$ cat src/rtl/conv_pkg.sv
// conv_pkg: shared types and constants for the KxK streaming convolution.
package conv_pkg;

  // Control states of the kernel-load / streaming sequencer
  typedef enum logic [1:0] {
    ST_IDLE  = 2'd0,
    ST_LOAD  = 2'd1,
    ST_RUN   = 2'd2,
    ST_DRAIN = 2'd3
  } conv_state_e;

  // Supported kernel side lengths
  localparam int KSIZE_SMALL = 3;
  localparam int KSIZE_LARGE = 5;

  // Output saturation ceiling (unsigned 8-bit pixel)
  localparam int CLAMP_MAX = 255;

  // Fixed field widths of the coefficient and shift inputs
  localparam int COEFW  = 8;
  localparam int SHIFTW = 4;

  // True when k is one of the supported kernel side lengths
  function automatic bit ksize_legal(input int k);
    return (k == KSIZE_SMALL) || (k == KSIZE_LARGE);
  endfunction

endpackage

$ cat src/rtl/conv_sat_u8.sv
// conv_sat_u8: combinational output stage -- arithmetic shift (optionally
// rounded), absolute-value or negative-to-zero clamp, saturation to 255.
// Optional macro CONV_ROUND_EN: add 2^(shift-1) before shifting (round half up).
module conv_sat_u8
  import conv_pkg::*;
#(
  parameter int ACCW = 24
) (
  input  logic signed [ACCW-1:0]   sum_i,
  input  logic        [SHIFTW-1:0] shift_i,
  input  logic                     abs_mode_i,
  output logic        [7:0]        pix_o
);

  // One extra bit keeps the rounding add and the negation free of overflow
  logic signed [ACCW:0] wide;
  logic signed [ACCW:0] rnd;
  logic signed [ACCW:0] t;
  logic signed [ACCW:0] mag;

  // Shift, rectify and saturate the accumulated sum
  always_comb begin
    wide = {sum_i[ACCW-1], sum_i};
`ifdef CONV_ROUND_EN
    rnd  = (shift_i != '0) ? ((ACCW+1)'(1) <<< (shift_i - SHIFTW'(1))) : '0;
`else
    rnd  = '0;
`endif
    t = (wide + rnd) >>> shift_i;
    if (t[ACCW]) begin
      mag = abs_mode_i ? -t : '0;
    end else begin
      mag = t;
    end
    if (mag > (ACCW+1)'(CLAMP_MAX)) begin
      pix_o = 8'(CLAMP_MAX);
    end else begin
      pix_o = mag[7:0];
    end
  end

endmodule

$ cat src/rtl/conv_kxk_stream.sv
// conv_kxk_stream: streaming KxK convolution with a loadable signed kernel.
// Three-stage pipeline (products, sum, shift/clamp) with valid/ready flow
// control; kernel reload drains the pipeline first so in-flight windows keep
// the kernel they were accepted with.
// Optional macro CONV_ROUND_EN (used in conv_sat_u8): round half up in S3.
module conv_kxk_stream
  import conv_pkg::*;
#(
  parameter int KSIZE = 3,
  parameter int BITW  = 8,
  parameter int ACCW  = 24
) (
  input  logic                          clk,
  input  logic                          rst_n,
  input  logic                          k_load,
  input  logic                          k_valid,
  input  logic [COEFW-1:0]              k_data,
  output logic                          k_busy,
  input  logic [SHIFTW-1:0]             shift,
  input  logic                          abs_mode,
  input  logic                          in_valid,
  output logic                          in_ready,
  input  logic [KSIZE*KSIZE*BITW-1:0]   win,
  output logic                          out_valid,
  input  logic                          out_ready,
  output logic [7:0]                    out_pix
);

  localparam int KK   = KSIZE * KSIZE;
  localparam int CNTW = $clog2(KK);

  conv_state_e state_q, state_d;
  logic [CNTW-1:0] cnt_q, cnt_d;
  logic            coef_we;
  logic            last_word;
  logic            advance;
  logic            accept;
  logic            pipe_empty;

  logic signed [COEFW-1:0] coef_q [KK];
  logic signed [ACCW-1:0]  prod_d [KK];
  logic signed [ACCW-1:0]  prod_q [KK];

  logic              s1_valid_q;
  logic [SHIFTW-1:0] s1_shift_q;
  logic              s1_abs_q;
  logic signed [ACCW-1:0] sum_d, sum_q;
  logic              s2_valid_q;
  logic [SHIFTW-1:0] s2_shift_q;
  logic              s2_abs_q;
  logic              out_valid_q;
  logic [7:0]        out_pix_q;
  logic [7:0]        sat_pix;

  // The whole pipeline moves only when the output slot is free or being taken
  assign advance    = ~out_valid_q | out_ready;
  assign accept     = in_valid & in_ready;
  assign last_word  = coef_we & (cnt_q == CNTW'(KK - 1));
  assign pipe_empty = ~s1_valid_q & ~s2_valid_q & ~out_valid_q;

  // State register
  always_ff @(posedge clk or negedge rst_n) begin
    if (!rst_n) state_q <= ST_IDLE;
    else        state_q <= state_d;
  end

  // Next-state logic: reload requests are only honoured from IDLE and RUN
  always_comb begin
    state_d = state_q;
    case (state_q)
      ST_IDLE:  if (k_load)     state_d = ST_LOAD;
      ST_LOAD:  if (last_word)  state_d = ST_RUN;
      ST_RUN:   if (k_load)     state_d = ST_DRAIN;
      ST_DRAIN: if (pipe_empty) state_d = ST_LOAD;
      default:                  state_d = ST_IDLE;
    endcase
  end

  // State-decoded outputs: windows only in RUN, coefficients only in LOAD
  always_comb begin
    k_busy   = 1'b1;
    in_ready = 1'b0;
    coef_we  = 1'b0;
    case (state_q)
      ST_RUN: begin
        k_busy   = 1'b0;
        in_ready = advance;
      end
      ST_LOAD: coef_we = k_valid;
      default: ;
    endcase
  end

  // Load counter restarts at zero whenever LOAD is (re)entered
  always_comb begin
    cnt_d = cnt_q;
    if (state_q != ST_LOAD)  cnt_d = '0;
    else if (last_word)      cnt_d = '0;
    else if (coef_we)        cnt_d = cnt_q + 1'b1;
  end

  // Load counter register
  always_ff @(posedge clk or negedge rst_n) begin
    if (!rst_n) cnt_q <= '0;
    else        cnt_q <= cnt_d;
  end

  // Coefficient bank: the n-th accepted word lands in slot n (row-major)
  always_ff @(posedge clk or negedge rst_n) begin
    if (!rst_n) begin
      for (int i = 0; i < KK; i++) coef_q[i] <= '0;
    end else if (coef_we) begin
      coef_q[cnt_q] <= k_data;
    end
  end

  // One multiplier per tap; pixels are unsigned so they get a zero sign bit
  for (genvar gi = 0; gi < KK; gi++) begin : g_mul
    logic signed [BITW:0]   pix_se;
    logic signed [ACCW-1:0] pix_ext;
    logic signed [ACCW-1:0] coef_ext;
    assign pix_se     = {1'b0, win[gi*BITW +: BITW]};
    assign pix_ext    = ACCW'(pix_se);
    assign coef_ext   = ACCW'(coef_q[gi]);
    assign prod_d[gi] = pix_ext * coef_ext;
  end

  // S1: register products together with the window's own shift/abs settings
  always_ff @(posedge clk or negedge rst_n) begin
    if (!rst_n) begin
      s1_valid_q <= 1'b0;
      s1_shift_q <= '0;
      s1_abs_q   <= 1'b0;
      for (int i = 0; i < KK; i++) prod_q[i] <= '0;
    end else if (advance) begin
      s1_valid_q <= accept;
      if (accept) begin
        s1_shift_q <= shift;
        s1_abs_q   <= abs_mode;
        for (int i = 0; i < KK; i++) prod_q[i] <= prod_d[i];
      end
    end
  end

  // Adder tree over all registered products
  always_comb begin
    sum_d = '0;
    for (int i = 0; i < KK; i++) sum_d = sum_d + prod_q[i];
  end

  // S2: register the sum
  always_ff @(posedge clk or negedge rst_n) begin
    if (!rst_n) begin
      s2_valid_q <= 1'b0;
      s2_shift_q <= '0;
      s2_abs_q   <= 1'b0;
      sum_q      <= '0;
    end else if (advance) begin
      s2_valid_q <= s1_valid_q;
      if (s1_valid_q) begin
        sum_q      <= sum_d;
        s2_shift_q <= s1_shift_q;
        s2_abs_q   <= s1_abs_q;
      end
    end
  end

  conv_sat_u8 #(
    .ACCW (ACCW)
  ) u_sat (
    .sum_i      (sum_q),
    .shift_i    (s2_shift_q),
    .abs_mode_i (s2_abs_q),
    .pix_o      (sat_pix)
  );

  // S3: output register, held while downstream stalls
  always_ff @(posedge clk or negedge rst_n) begin
    if (!rst_n) begin
      out_valid_q <= 1'b0;
      out_pix_q   <= '0;
    end else if (advance) begin
      out_valid_q <= s2_valid_q;
      if (s2_valid_q) out_pix_q <= sat_pix;
    end
  end

  assign out_valid = out_valid_q;
  assign out_pix   = out_pix_q;

endmodule

$ cat config.mk
export PLATFORM = sky130hd
export DESIGN_NAME = conv_kxk_stream
export DESIGN_NICKNAME = d
export VERILOG_FILES = /design/src/rtl/conv_pkg.sv /design/src/rtl/conv_sat_u8.sv /design/src/rtl/conv_kxk_stream.sv
export SDC_FILE = /design/constraint.sdc
export NUM_CORES = 2
export LEC_CHECK = 0
export ABC_AREA = 1
export ABC_CLOCK_PERIOD_IN_PS = 5200
export CORE_MARGIN = 5
export CORE_UTILIZATION = 40
export DETAILED_ROUTE_END_ITERATION = 10
export GPL_TIMING_DRIVEN = 0
export SETUP_SLACK_MARGIN = 0.05
export SLEW_MARGIN = 0
export SYNTH_ARGS = -nofsm -noshare
export SYNTH_HDL_FRONTEND = slang
export SYNTH_SLANG_ARGS = --single-unit
$ cat constraint.sdc
create_clock -name clk -period 5.2 [get_ports clk]
set_input_delay 1.3 -clock clk [delete_from_list [all_inputs] [get_ports clk]]
set_output_delay 1.3 -clock clk [all_outputs]
set_load 0.005 [all_outputs]
# After elaboration in Yosys (flattened, before gate mapping)
# Cells that the tools add are included.
[word_totals]
ff_bits = 339
in_bits = 91
output_inout_bits = 11
[classes]
add_sub_neg = 10
n_mul = 9
magnitude_cmp = 3
eq_ne = 9
shifts = 1
muxes = 17
bitwise = 9
n_reduce_logical = 7
[op_table]
columns = ["cell", "count"]
rows = [
  ["$add A24 B24 Y24", 8],
  ["$mul A9 B8 Y17", 9],
  ["$bwmux W72", 1],
  ["$mux W25", 2],
  ["$demux W8 S4", 1],
  ["$gt A25 B9 Y1 const B", 1],
  ["$neg A25 Y25", 1],
  ["$sshr A24 B4 Y25", 1],
  ["$mux W8", 2],
  ["$mux W4", 3],
  ["$mux W2", 4],
  ["$ne A2 B2 Y1 const B", 4],
  ["$pmux W2 S4", 1],
  ["$reduce_and A2 Y1", 3],
  ["$ge A5 B5 Y1 const B", 1],
  ["$lt A5 B1 Y1 const B", 1],
  ["$not A4 Y5", 1],
  ["$add A4 B1 Y4 const B", 1],
  ["$and A1 B1 Y1", 4],
  ["$eq A2 B2 Y1 const B", 2],
  ["$eq A4 B4 Y1 const B", 1],
  ["$reduce_and A4 Y1", 1],
  ["$mux W1", 3],
  ["$not A1 Y1", 3],
  ["6 further kinds", 6],
]

# Depth between registers and ports, before layout
[logic_depth]
depth_word = 8
depth_mapped = 27

# Hierarchy
# A second synthesis with hierarchy kept.
[unflattened]
hier_cells = 4981
hier_area_um2 = 37837.5
[by_module_without_submodules]
columns = ["mod", "n_inst", "cells_per_inst", "area_per_inst_um2", "seq_area_each_um2"]
rows = [
  ["conv_kxk_stream", 1, 4512, 35425.2, 6906.6],
  ["conv_sat_u8", 1, 469, 2412.3, 0.0],
]

# Least setup slack after synthesis
# No wires, ideal clock.
[synth_timing]
path_kind = "input to register"
startpoint = "in win[24]"
endpoint = "reg prod_q[135] (netlist name)"
setup_time_ps = 134
t_arrival_ps = 5460
t_required_ps = 5066
slack_ps = -394
stages = 18
cell_sequence = "clkbuf_1 or2_2 fa_1 fa_1 inv_1 fa_1 inv_1 fa_1 inv_1 ha_1 a31oi_1 o21ai_0 a21oi_1 o21ai_0 a21oi_1 o21ai_0 xnor2_1 o21ai_0"
[synth_via]
elab_chain_cells = 1
[synth_lines]
columns = ["item", "line_no", "rtl"]
rows = [
  ["from (decl)", "conv_kxk_stream.sv:23", "input logic [KSIZE*KSIZE*BITW-1:0] win,"],
  ["$mul A9 B8 Y17", "conv_kxk_stream.sv:125", "assign prod_d[gi] = pix_ext * coef_ext;"],
  ["to (decl)", "conv_kxk_stream.sv:42", "logic signed [ACCW-1:0] prod_q [KK];"],
]
# Every way passes these cells.
# A chain may end at the register's enable or synchronous reset.

# Final worst setup path
[layout_timing]
startpoint = "in win[40]"
endpoint = "reg prod_q[94] (netlist name)"
# Same word-level chain as after synthesis.

==> flow_metrics.py <==
metrics = {
    "placed_design": {
        "place_inst": 5831,
        "port_buffers": 29,
        "post-place-ws_ns": -0.928,
        "dp_hpwl_microns": 79200,
        "gp_congestion": 0.923,
    },
    "critical_path": {
        "crit_slowest_cell": "fa_1",
        "cp_cell_sequence": "buf_12 > or2_4 > fa_2 > fa_1 > inv_2 > fa_2 > fa_1 > ha_4 > a21o_1 > a31oi_2 > nor2_1 > o21ai_1 > nand2_2 > a31oi_4 > o21ai_2 > nand2_1 > nand2_1 > a21oi_2 > a21oi_2 > o21ai_4 > nand2_1",
        "arrival_ns": 5.64,
        "critPathBufInv": 2,
        "endpoint_kind": "flip-flop",
        "cp_top_family": "adder cells",
        "crit_fanout": 3,
        "crit_top_cell": "nand2_1",
        "r2r_cells": 21,
        "startpoint_type": "primary input",
        "path_class": "primary input to flip-flop",
        "max_stage_delay_ns": 0.56,
        "critical_path_depth": 21,
        "worst_ep_required_time_ns": 5.65,
    },
    "clock_tree": {
        "cts_made_buffers": 35,
        "cts_max_level": 2,
        "cts.sinks": 276,
        "cts_buffer_depth": 3,
        "cts_root_buffer": "clkbuf_16",
        "cts.clk_slew.worst_paths_ns": 0.06,
        "clkLatencyLatePin_ns": 0.57,
        "hold_buffers": 0,
        "tritoncts": "built",
    },
    "logic_synthesis": {
        "ys_seq_elements": 276,
        "yosysWarnings": 0,
        "postSynthCellCount": 4624,
        "synthSimpleGateAreaFrac": 0.180,
        "synth_seq_area_share": 0.192,
        "synthMuxAreaShare": 0,
        "synth_top_family_by_area": "adder cells",
        "synth-compound-area-share": 0.0631,
        "synth_area_leaders": "fa_1 (25%), dfrtp_1 (19%), ha_1 (15%)",
        "netlist.area_leader.share": 0.253,
        "synth_xor_area_frac": 0.0239,
        "synth.cell_area_sq_um": 36000,
        "avgSynthCellArea_sq_um": 7.78,
        "yosysTopAreaCell": "fa_1",
        "synth-adder-area-share": 0.399,
        "synth_cell_type_count": 42,
        "syn-num-nets": 5589,
    },
    "timing": {
        "hold_violations": 0,
        "fmax_ghz": 0.193,
        "finalSetupTns_ns": 0,
        "worstMarginPinSlew_ns": 1.29,
        "rsz0062_at_grt": "yes",
        "fin_crit_ns": 5.19,
        "period_share": 0.999,
        "skew_ns": 0.0192,
        "setup_viol": 0,
        "setup_ws_ns": 0.00713,
        "slew_violations": 0,
        "slew_headroom": 0.140,
    },
    "power": {
        "p_leak_uw": 0.0231,
        "power_density_nw_per_um2": 415,
        "vdd_ir_drop_max_v": 0.000401,
    },
    "run": {
        "drv_cap": 0,
    },
    "global_routing": {
        "gr-usage-met3": 0.0247,
        "grt_use_total": 0.208,
        "use_met2": 0.359,
        "grt_pass1_wl_microns": 157000,
        "grt_start_max_net_pins": 117,
        "grt_pass1_vias": 28900,
        "grt.busiest_layer": "met2",
        "use_met1": 0.275,
        "antenna_found_initial": 4,
        "overflow": 0,
    },
    "floorplanning": {
        "std_cell_rows": 110,
        "die-area_sq_um": 96000,
        "core_sq_um": 89600,
        "initial_core_util": 0.401,
        "dieHeight_microns": 310,
        "pin_count": 102,
        "die_w_microns": 310,
    },
    "layout": {
        "area_delta_synth_final_pct": 12.5,
        "fin_nets": 5692,
        "antennaDiodeCount": 0,
        "drive_above_1_share": 0.0873,
        "utilization": 0.451,
        "layout.cells.non_filler": 5928,
    },
    "routing": {
        "dr.pass1.iters": 5,
        "num_vias": 28500,
        "wirelength_microns": 98000,
        "drc": 0,
        "via_per_inst": 4.80,
        "antenna_left": 0,
        "drt_iter0_markers": 1688,
        "wl_per_cell_microns": 16.5,
    },
    "worst_hold_path": {
        "holdPathStages": 2,
        "hold_class": "flip-flop to flip-flop",
    },
    "status": {
        "outcome": "finished, final reports clean",
    },
}
[state kept, by name (all words and copies together) (netlist names)]
| name | cells |
|---|---|
| cnt_q | 4 |
| s2_abs_q | 1 |
| sum_q | 24 |
| s1_valid_q | 1 |
| coef_q | 72 |
| s1_shift_q | 4 |
| state_q | 2 |
| s2_valid_q | 1 |
| prod_q | 153 |
| out_pix | 8 |
| s2_shift_q | 4 |
| s1_abs_q | 1 |
| out_valid | 1 |
[repair_timing]
item | in CTS | in global routing
pin swaps | 11 | 104
buffers inserted | 6 | 29
resized for setup | 35 | 229
setup endpoints to repair | 19 | 36
[cells by family after synthesis]
group / count (synthesis)
buffers and inverters: 1356
xor gates and xnor gates: 98
DFF: 276
adders and majority gates: 874
AOI/OAI and AO/OA: 430
and+or+nand+nor: 1590
[placed cells by master, fill, tap and decap left out, types with 6 or more instances in the layout]
cell,n
nand2_2,26
o22ai_1,7
o21bai_1,7
clkdlybuf4s50_1,28
nor3_1,6
a31oi_4,7
ha_1,395
buf_4,44
o21ai_0,223
fa_2,8
o21ai_2,18
dfrtp_1,276
ha_4,23
clkbuf_16,36
inv_2,24
nand2_1,1150
fa_1,447
a21o_1,6
a21oi_2,32
clkbuf_2,23
xnor2_1,31
buf_2,18
xor2_1,61
nand3_2,6
nand4_1,10
clkbuf_1,123
clkbuf_4,9
or2_2,48
buf_1,7
nor2_1,132
a21oi_1,76
or2_4,12
o21ai_1,23
o31ai_1,6
clkbuf_8,19
inv_1,1119
nand3_1,180
[stage by stage]
step                hold WS (ns)  instance area, sq um  power [uW]
floorplan                  0.442                 36500       10700
global placement           0.464                 38300       13600
detailed placement         0.468                 38300       13700
CTS                        0.483                 39600       16400
global route               0.502                 40400       18600
finish                     0.478                 40400       16800
[cell type report]
type | instances | area (sq um)
buffer | 207 | 1140
clock buffer | 46 | 988
clock inverter | 16 | 188
fill | 9069 | 49200
inverter | 1149 | 4320
multi-input combinational | 2992 | 24800
sequential | 276 | 6910
tap | 1176 | 1470
timing repair buffer | 66 | 613
[power breakdown]
| group | switching, uW | internal, uW | total, uW | leakage (uW) |
|---|---|---|---|---|
| Clock | 1060 | 1500 | 2560 | 0.000568 |
| Combinational | 7100 | 4190 | 11300 | 0.0189 |
| Sequential | 359 | 2580 | 2940 | 0.00370 |
[cell usage after synthesis]
cell type / n
a211oi_1: 1
a21boi_0: 2
a21o_1: 6
a21oi_1: 109
a22o_1: 1
a31oi_1: 15
and2_1: 4
buf_1: 7
buf_2: 8
buf_4: 1
buf_6: 1
clkbuf_1: 190
clkinv_1: 6
dfrtp_1: 276
fa_1: 455
ha_1: 419
inv_1: 1138
inv_2: 5
nand2_1: 1172
nand2_2: 6
nand2b_1: 1
nand3_1: 185
nand3_2: 1
nand3b_1: 3
nand4_1: 10
nor2_1: 134
nor2_2: 2
nor2_4: 3
nor3_1: 7
nor4_1: 2
o2111ai_1: 1
o211ai_1: 2
o21a_1: 2
o21ai_0: 263
o21ai_1: 2
o21bai_1: 11
o221ai_1: 1
o22ai_1: 7
o31ai_1: 7
or2_2: 60
xnor2_1: 32
xor2_1: 66
[worst register-to-register path, stage by stage, from the launching register on]
cell	delay (ns)
dfrtp_1	0.32
clkbuf_1	0.42
nand2_1	0.16
fa_2	0.52
fa_1	0.56
inv_2	0.04
fa_2	0.56
fa_1	0.48
ha_4	0.27
a21o_1	0.18
a31oi_2	0.18
nor2_1	0.08
o21ai_1	0.16
nand2_2	0.10
a31oi_4	0.19
o21ai_2	0.11
nand2_1	0.08
nand2_1	0.06
a21oi_2	0.16
a21oi_2	0.09
o21ai_4	0.17
nand2_1	0.08
[routing by layer]
metal,share of wire,up-vias
met5,0,-
met4,0.037,0
met3,0.045,137
met2,0.48,578
met1,0.44,13800
li1,-,13900
[path summary, 6_finish.rpt]
kind | slack [ns] | endpoint | start
min in group asynchronous | 0.67 | state_q[0]$_DFFE_PN0P_ | rst_n
max in group asynchronous | 3.08 | prod_q[180]$_DFFE_PN0P_ | rst_n
setup reg to reg | 0.12 | prod_q[94]$_DFFE_PN0P_ | coef_q[29]$_DFFE_PN0P_
hold reg to reg | 0.48 | sum_q[0]$_DFFE_PN0P_ | sum_q[0]$_DFFE_PN0P_
setup / recovery | 0.007 | prod_q[94]$_DFFE_PN0P_ | win[40]
hold / removal | 0.48 | sum_q[0]$_DFFE_PN0P_ | sum_q[0]$_DFFE_PN0P_
(Power assumes the default switching activity.)
